--- src/rtl/riscv_ctrl_pkg.sv ---
// Shared opcode constants, control encodings and pipeline control bundles
// for the in-order pipeline controller.
package riscv_ctrl_pkg;

    localparam logic [6:0] OPC_OP     = 7'b0110011;
    localparam logic [6:0] OPC_OP_IMM = 7'b0010011;
    localparam logic [6:0] OPC_LOAD   = 7'b0000011;
    localparam logic [6:0] OPC_STORE  = 7'b0100011;
    localparam logic [6:0] OPC_BRANCH = 7'b1100011;
    localparam logic [6:0] OPC_JAL    = 7'b1101111;
    localparam logic [6:0] OPC_JALR   = 7'b1100111;
    localparam logic [6:0] OPC_LUI    = 7'b0110111;

    localparam logic [1:0] FWD_REGFILE = 2'b00;
    localparam logic [1:0] FWD_EXMEM   = 2'b10;
    localparam logic [1:0] FWD_MEMWB   = 2'b01;

    typedef enum logic [1:0] {
        ALU_LDST     = 2'b00,
        ALU_BRANCH   = 2'b01,
        ALU_INT      = 2'b10,
        ALU_PASS_IMM = 2'b11
    } alu_op_e;

    typedef enum logic [1:0] {
        WB_ALU = 2'b00,
        WB_MEM = 2'b01,
        WB_PC4 = 2'b10
    } wb_src_e;

    typedef struct packed {
        logic    reg_write;
        logic    alu_src;
        alu_op_e alu_op;
        logic    branch;
        logic    jump;
        logic    illegal;
        logic    mem_read;
        logic    mem_write;
        wb_src_e wb_src;
    } ctrl_t;

    typedef struct packed {
        logic    reg_write;
        logic    mem_read;
        logic    mem_write;
        wb_src_e wb_src;
    } mem_ctrl_t;

    typedef struct packed {
        logic    reg_write;
        wb_src_e wb_src;
    } wb_ctrl_t;

    localparam ctrl_t CTRL_BUBBLE = '{
        reg_write: 1'b0, alu_src: 1'b0, alu_op: ALU_LDST, branch: 1'b0,
        jump: 1'b0, illegal: 1'b0, mem_read: 1'b0, mem_write: 1'b0, wb_src: WB_ALU
    };

    localparam mem_ctrl_t MEM_BUBBLE = '{
        reg_write: 1'b0, mem_read: 1'b0, mem_write: 1'b0, wb_src: WB_ALU
    };

    localparam wb_ctrl_t WB_BUBBLE = '{reg_write: 1'b0, wb_src: WB_ALU};

    // Jump-class opcodes decode to an illegal bubble when jumps are disabled.
    function automatic ctrl_t decode_opcode(input logic [6:0] opcode, input logic jump_en);
        ctrl_t c;
        c = CTRL_BUBBLE;
        case (opcode)
            OPC_OP: begin
                c.reg_write = 1'b1;
                c.alu_op    = ALU_INT;
            end
            OPC_OP_IMM: begin
                c.reg_write = 1'b1;
                c.alu_src   = 1'b1;
                c.alu_op    = ALU_INT;
            end
            OPC_LOAD: begin
                c.reg_write = 1'b1;
                c.alu_src   = 1'b1;
                c.mem_read  = 1'b1;
                c.wb_src    = WB_MEM;
            end
            OPC_STORE: begin
                c.alu_src   = 1'b1;
                c.mem_write = 1'b1;
            end
            OPC_BRANCH: begin
                c.branch = 1'b1;
                c.alu_op = ALU_BRANCH;
            end
            OPC_JAL: begin
                if (jump_en) begin
                    c.reg_write = 1'b1;
                    c.jump      = 1'b1;
                    c.wb_src    = WB_PC4;
                end else begin
                    c.illegal = 1'b1;
                end
            end
            OPC_JALR: begin
                if (jump_en) begin
                    c.reg_write = 1'b1;
                    c.jump      = 1'b1;
                    c.alu_src   = 1'b1;
                    c.wb_src    = WB_PC4;
                end else begin
                    c.illegal = 1'b1;
                end
            end
            OPC_LUI: begin
                if (jump_en) begin
                    c.reg_write = 1'b1;
                    c.alu_src   = 1'b1;
                    c.alu_op    = ALU_PASS_IMM;
                end else begin
                    c.illegal = 1'b1;
                end
            end
            default: c.illegal = 1'b1;
        endcase
        return c;
    endfunction

    // Only these formats carry a real rs2 operand worth stalling on.
    function automatic logic reads_rs2(input logic [6:0] opcode);
        logic r;
        case (opcode)
            OPC_OP, OPC_STORE, OPC_BRANCH: r = 1'b1;
            default:                       r = 1'b0;
        endcase
        return r;
    endfunction

endpackage

--- src/rtl/hazard_unit.sv ---
// Load-use stall detection and EX operand forwarding selection; purely
// combinational over the ID fields and the three stage registers.
module hazard_unit
    import riscv_ctrl_pkg::*;
#(
    parameter int REG_AW = 5
) (
    input  logic [REG_AW-1:0] id_rs1,
    input  logic [REG_AW-1:0] id_rs2,
    input  logic              id_reads_rs2,
    input  logic              ex_mem_read,
    input  logic [REG_AW-1:0] ex_rd,
    input  logic [REG_AW-1:0] ex_rs1,
    input  logic [REG_AW-1:0] ex_rs2,
    input  logic              mem_reg_write,
    input  logic [REG_AW-1:0] mem_rd,
    input  logic              wb_reg_write,
    input  logic [REG_AW-1:0] wb_rd,
    input  logic              branch_taken,
    output logic              stall,
    output logic [1:0]        fwd_a,
    output logic [1:0]        fwd_b
);

    localparam logic [REG_AW-1:0] REG_ZERO = {REG_AW{1'b0}};

    logic load_use_s;

    // The younger producer (EX/MEM) wins over MEM/WB when both match.
    function automatic logic [1:0] fwd_select(input logic [REG_AW-1:0] src);
        logic [1:0] sel;
        if (mem_reg_write && (mem_rd != REG_ZERO) && (mem_rd == src)) begin
            sel = FWD_EXMEM;
        end else if (wb_reg_write && (wb_rd != REG_ZERO) && (wb_rd == src)) begin
            sel = FWD_MEMWB;
        end else begin
            sel = FWD_REGFILE;
        end
        return sel;
    endfunction

    // Stall on load-use unless a taken branch is squashing the ID instruction anyway.
    always_comb begin
        load_use_s = ex_mem_read && (ex_rd != REG_ZERO) &&
                     ((ex_rd == id_rs1) || (id_reads_rs2 && (ex_rd == id_rs2)));
        stall = load_use_s & ~branch_taken;
        fwd_a = fwd_select(ex_rs1);
        fwd_b = fwd_select(ex_rs2);
    end

endmodule

--- src/rtl/pipe_controller.sv ---
// Five-stage pipeline controller: opcode decode into ID/EX, control bundle
// propagation to EX/MEM and MEM/WB, with hazard/forwarding from hazard_unit.
module pipe_controller
    import riscv_ctrl_pkg::*;
#(
    parameter int REG_AW  = 5,
    parameter bit JUMP_EN = 1'b1
) (
    input  logic              clk,
    input  logic              rst_n,
    input  logic              id_valid,
    input  logic [6:0]        opcode,
    input  logic [REG_AW-1:0] rs1,
    input  logic [REG_AW-1:0] rs2,
    input  logic [REG_AW-1:0] rd,
    input  logic              branch_taken,
    output logic              stall,
    output logic              flush_ifid,
    output logic              ex_alu_src,
    output logic [1:0]        ex_alu_op,
    output logic              ex_branch,
    output logic              ex_jump,
    output logic              ex_illegal,
    output logic [1:0]        fwd_a,
    output logic [1:0]        fwd_b,
    output logic              mem_read,
    output logic              mem_write,
    output logic              wb_reg_write,
    output logic [1:0]        wb_src,
    output logic [REG_AW-1:0] wb_rd
);

    localparam logic [REG_AW-1:0] REG_ZERO = {REG_AW{1'b0}};

    ctrl_t             id_ctrl_s;
    logic              id_reads_rs2_s;
    ctrl_t             idex_ctrl_next_s;
    logic [REG_AW-1:0] idex_rd_next_s;
    logic [REG_AW-1:0] idex_rs1_next_s;
    logic [REG_AW-1:0] idex_rs2_next_s;
    logic              stall_s;

    ctrl_t             idex_ctrl_r;
    logic [REG_AW-1:0] idex_rd_r;
    logic [REG_AW-1:0] idex_rs1_r;
    logic [REG_AW-1:0] idex_rs2_r;
    mem_ctrl_t         exmem_ctrl_r;
    logic [REG_AW-1:0] exmem_rd_r;
    wb_ctrl_t          memwb_ctrl_r;
    logic [REG_AW-1:0] memwb_rd_r;

    // Decode the ID instruction and choose what ID/EX captures next.
    always_comb begin
        id_ctrl_s           = decode_opcode(opcode, JUMP_EN);
        id_ctrl_s.reg_write = id_ctrl_s.reg_write & (rd != REG_ZERO);
        id_reads_rs2_s      = reads_rs2(opcode);
        idex_ctrl_next_s    = CTRL_BUBBLE;
        idex_rd_next_s      = REG_ZERO;
        idex_rs1_next_s     = REG_ZERO;
        idex_rs2_next_s     = REG_ZERO;
        if (!id_valid || stall_s || branch_taken) begin
            idex_ctrl_next_s = CTRL_BUBBLE;
        end else if (id_ctrl_s.illegal) begin
            // Illegal opcodes enter EX as a bubble that only flags the fault.
            idex_ctrl_next_s = id_ctrl_s;
        end else begin
            idex_ctrl_next_s = id_ctrl_s;
            idex_rd_next_s   = rd;
            idex_rs1_next_s  = rs1;
            idex_rs2_next_s  = rs2;
        end
    end

    hazard_unit #(.REG_AW(REG_AW)) u_hazard (
        .id_rs1        (rs1),
        .id_rs2        (rs2),
        .id_reads_rs2  (id_reads_rs2_s),
        .ex_mem_read   (idex_ctrl_r.mem_read),
        .ex_rd         (idex_rd_r),
        .ex_rs1        (idex_rs1_r),
        .ex_rs2        (idex_rs2_r),
        .mem_reg_write (exmem_ctrl_r.reg_write),
        .mem_rd        (exmem_rd_r),
        .wb_reg_write  (memwb_ctrl_r.reg_write),
        .wb_rd         (memwb_rd_r),
        .branch_taken  (branch_taken),
        .stall         (stall_s),
        .fwd_a         (fwd_a),
        .fwd_b         (fwd_b)
    );

    // Stage registers: ID/EX -> EX/MEM -> MEM/WB advance every cycle.
    always_ff @(posedge clk or negedge rst_n) begin
        if (!rst_n) begin
            idex_ctrl_r  <= CTRL_BUBBLE;
            idex_rd_r    <= REG_ZERO;
            idex_rs1_r   <= REG_ZERO;
            idex_rs2_r   <= REG_ZERO;
            exmem_ctrl_r <= MEM_BUBBLE;
            exmem_rd_r   <= REG_ZERO;
            memwb_ctrl_r <= WB_BUBBLE;
            memwb_rd_r   <= REG_ZERO;
        end else begin
            idex_ctrl_r            <= idex_ctrl_next_s;
            idex_rd_r              <= idex_rd_next_s;
            idex_rs1_r             <= idex_rs1_next_s;
            idex_rs2_r             <= idex_rs2_next_s;
            exmem_ctrl_r.reg_write <= idex_ctrl_r.reg_write;
            exmem_ctrl_r.mem_read  <= idex_ctrl_r.mem_read;
            exmem_ctrl_r.mem_write <= idex_ctrl_r.mem_write;
            exmem_ctrl_r.wb_src    <= idex_ctrl_r.wb_src;
            exmem_rd_r             <= idex_rd_r;
            memwb_ctrl_r.reg_write <= exmem_ctrl_r.reg_write;
            memwb_ctrl_r.wb_src    <= exmem_ctrl_r.wb_src;
            memwb_rd_r             <= exmem_rd_r;
        end
    end

    assign stall        = stall_s;
    assign flush_ifid   = branch_taken & rst_n;
    assign ex_alu_src   = idex_ctrl_r.alu_src;
    assign ex_alu_op    = idex_ctrl_r.alu_op;
    assign ex_branch    = idex_ctrl_r.branch;
    assign ex_jump      = idex_ctrl_r.jump;
    assign ex_illegal   = idex_ctrl_r.illegal;
    assign mem_read     = exmem_ctrl_r.mem_read;
    assign mem_write    = exmem_ctrl_r.mem_write;
    assign wb_reg_write = memwb_ctrl_r.reg_write;
    assign wb_src       = memwb_ctrl_r.wb_src;
    assign wb_rd        = memwb_rd_r;

endmodule
--- config.mk ---
export PLATFORM = sky130hd
export DESIGN_NAME = pipe_controller
export DESIGN_NICKNAME = d
export VERILOG_FILES = /design/src/rtl/riscv_ctrl_pkg.sv /design/src/rtl/hazard_unit.sv /design/src/rtl/pipe_controller.sv
export SDC_FILE = /design/constraint.sdc
export NUM_CORES = 1
export LEC_CHECK = 0
export CORE_UTILIZATION = 51
export DETAILED_ROUTE_END_ITERATION = 8
export GPL_TIMING_DRIVEN = 0
export PLACE_DENSITY = 0.88
export SYNTH_ARGS = -nofsm -noshare
export SYNTH_HDL_FRONTEND = slang
export SYNTH_HIERARCHICAL = 1
export SYNTH_SLANG_ARGS = --single-unit
--- constraint.sdc ---
create_clock -name clk -period 4.5 [get_ports clk]
set_clock_uncertainty 0.15 [all_clocks]
set_input_delay 0.9 -clock clk [delete_from_list [all_inputs] [get_ports clk]]
set_output_delay 0.9 -clock clk [all_outputs]
set_load 0.1 [all_outputs]
==> metrics.yaml <==
status: "completed"
place_ws_ns: 0.01312
die_w_um: 61.73
cts_hold_buf: 0
io_pins: 48
initial_core_util_pct: 53.67
clk_latency_ns: 0.35
final_cell_mix: "clkdlybuf4s50_1, dfrtp_1, xor2_1"
crit_arrival_ns: 3.14
synth_cells: 148
cts_root_buf: "clkbuf_4"
fin_crit_sh_pct: 93.07
routed_via_density: 5.206
synth_edf_count: 0
ys_types: 34
grt_start_max_net_pins: 44
placed_cells: 240
routed_wl_mm: 3.696
hold_slack_ns: 0.2073
grt_first_pass_wirelength_mm: 5.727
core-area_sq_um: 3390
hold_viol_final: 0
p_clk_share_pct: 27.0
cts_made_buffers: 5
cap_viol_max_count: 0
worst_slack_ns: 0.3118
synth.cell_area_sq_um: 1819
p_leak_nw: 1.163
cellInternalPower_uw: 470.4
power.switching_uw: 152.5
cts.clk_slew.worst_paths_ns: 0.10
synth-simple-area-share_pct: 20.01
power_uw: 622.9
fin_util_pct: 70.47
drt_first_pass_iters: 4
die_h_um: 61.73
async_flop_share_pct: 100.0
slew-limit-headroom_pct: 33.98
routabilityCongestion: 0.9259
yosysWarnings: 6
stdcell_count: 247
yosysSeqAreaShare_pct: 57.77
crit_chain: "clkdlybuf4s50_1 -> xor2_1 -> nor4_1 -> nand3_1 -> a21oi_1 -> dlygate4sd2_1"
synth-xor-area-share_pct: 14.44
period_needed_ns: 4.188
fin_setup_tns_ns: 0
final_area_sq_um: 2389
dr.first_iter.drc_count: 52
hpwl_mm: 2.858
avgSynthCellArea_sq_um: 12.29
layout_commonest_cell: "clkdlybuf4s50_1"
power_frac_seq_pct: 61.3
critical-path-max-stage-delay_ns: 0.89
slew_viol_final: 0
synth_compound_area_share_pct: 4.470
drcViolationCount: 0
cp-end-kind: "primary output"
min_path_type: "flop to flop"
fillers: 237
grt_overflow: 0
crit_required_ns: 3.45
synth_nets: 174
power.density_nw_per_um2: 260.8
port_buffers: 46
startpoint_type: "input pin"
path_max_fanout: 2
htree_levels: 2
synth_top_flop_cell: "dfrtp_1"
cp_num_buf_inv: 2
diodes: 0
wl_per_cell_um: 14.96
synth_top_family_by_area: "simple AND/OR/NAND/NOR gates"
row_count: 21
grt_pass1_vias: 1258
synth_fa_ha_area_share_pct: 0
postRouteAntennaNets: 0
place_area_sq_um: 2345
worst_slew_pin_slew_ns: 0.9872
slowest_stage: "dlygate4sd2_1"
p_comb_share_pct: 11.7
drive_gt1_share_pct: 9.453
rsz0062_at_grt: "false"
setup_viol: 0
cts.sinks: 42
cts_tree: "yes"
grtUsageTotal_pct: 22.18
synthMuxAreaShare_pct: 1.169
die_area_sq_um: 3810
antenna_found_initial: 0
cp_top_family: "buffers and inverters"
area.growth.synth_to_final_pct: 31.29
ys_seq_elements: 42
final_nets: 227
fmax_mhz: 238.8
vdd_drop_max_mv: 0.1556
cts.path.max_buffers: 2
switching_share_pct: 24.48
crit_type: "input pin to primary output"
vias: 1286
-- layout make-up --
| cell class | instances | area [sq um] | area share, % |
|---|---|---|---|
| inverter | 2 | 7.507 | 0.3143 |
| clock buffer | 7 | 45.04 | 1.886 |
| sequential | 42 | 1051 | 44.00 |
| buffer | 4 | 31.28 | 1.310 |
| timing repair buffer | 46 | 454.2 | 19.02 |
| tap | 46 | 57.56 | 2.410 |
| multi-input combinational | 100 | 742.0 | 31.06 |
-- Yosys cell counts, types with 4 or more instances --
cell type,instances,share of area (%)
nand2_1,4,0.83
or4_1,6,2.5
xnor2_1,9,4.3
nor3_1,5,1.4
dfrtp_1,42,58
nor2_1,5,1.0
nand3_1,5,1.4
nor4_1,5,1.7
xor2_1,21,10
and2_1,16,5.5
-- path summary, 6_finish.rpt --
path / endpoint / cells past startpoint / startpoint / slack (ns)
setup reg to reg: idex_rs2_r[2]$_DFF_PN0_ / 8 / idex_rd_r[1]$_DFF_PN0_ / 1.88
hold reg to reg: exmem_ctrl_r[1]$_DFF_PN0_ / 0 / idex_ctrl_r[1]$_DFF_PN0_ / 0.21
setup / recovery: stall / 6 / rs2[2] / 0.31
max in group asynchronous: wb_src[1]$_DFF_PN0_ / 1 / rst_n / 3.14
min in group asynchronous: ex_branch$_DFF_PN0_ / 1 / rst_n / 0.51
hold / removal: exmem_ctrl_r[1]$_DFF_PN0_ / 0 / idex_ctrl_r[1]$_DFF_PN0_ / 0.21
-- power by group through the flow --
stage / combinational, mW / sequential, mW / clock, mW
6_report: 0.0727 / 0.382 / 0.168
5_1_grt: 0.0781 / 0.382 / 0.188
4_1_cts: 0.0729 / 0.382 / 0.172
3_5_place_dp: 0.0726 / 0.389 / 0
3_3_place_gp: 0.0703 / 0.389 / 0
2_1_floorplan: 0.0242 / 0.397 / 0
-- logic make-up after synthesis --
logic type / count (synthesis)
buf+inv: 6
compound gates: 11
flops: 42
mux: 2
xor+xnor: 30
simple gates: 57
-- state kept, by name, summed over array words and instances, names as in the netlist --
register / cells
ex_illegal: 1
idex_rs2_r: 5
mem_write: 1
ex_branch: 1
idex_rs1_r: 5
wb_reg_write: 1
idex_rd_r: 5
ex_jump: 1
idex_ctrl_r: 4
exmem_ctrl_r: 3
exmem_rd_r: 5
wb_src: 2
wb_rd: 5
ex_alu_op: 2
ex_alu_src: 1
-- per-layer routing --
metal / vias to the layer above / part of all wire (%) / global-route usage [%]
met4: 0 / 3.1 / 11.43
met1: 609 / 40 / 25.21
met3: 13 / 4.7 / 6.418
met2: 52 / 52 / 38.10
met5: - / 0 / 0
li1: 612 / - / -
-- what timing repair did --
| item | in CTS | in global routing |
|---|---|---|
| setup buffers | 0 | 0 |
| resized for setup | 1 | 0 |
| endpoints found under the setup margin | 1 | 0 |
Power figures use the tool's default switching activity.
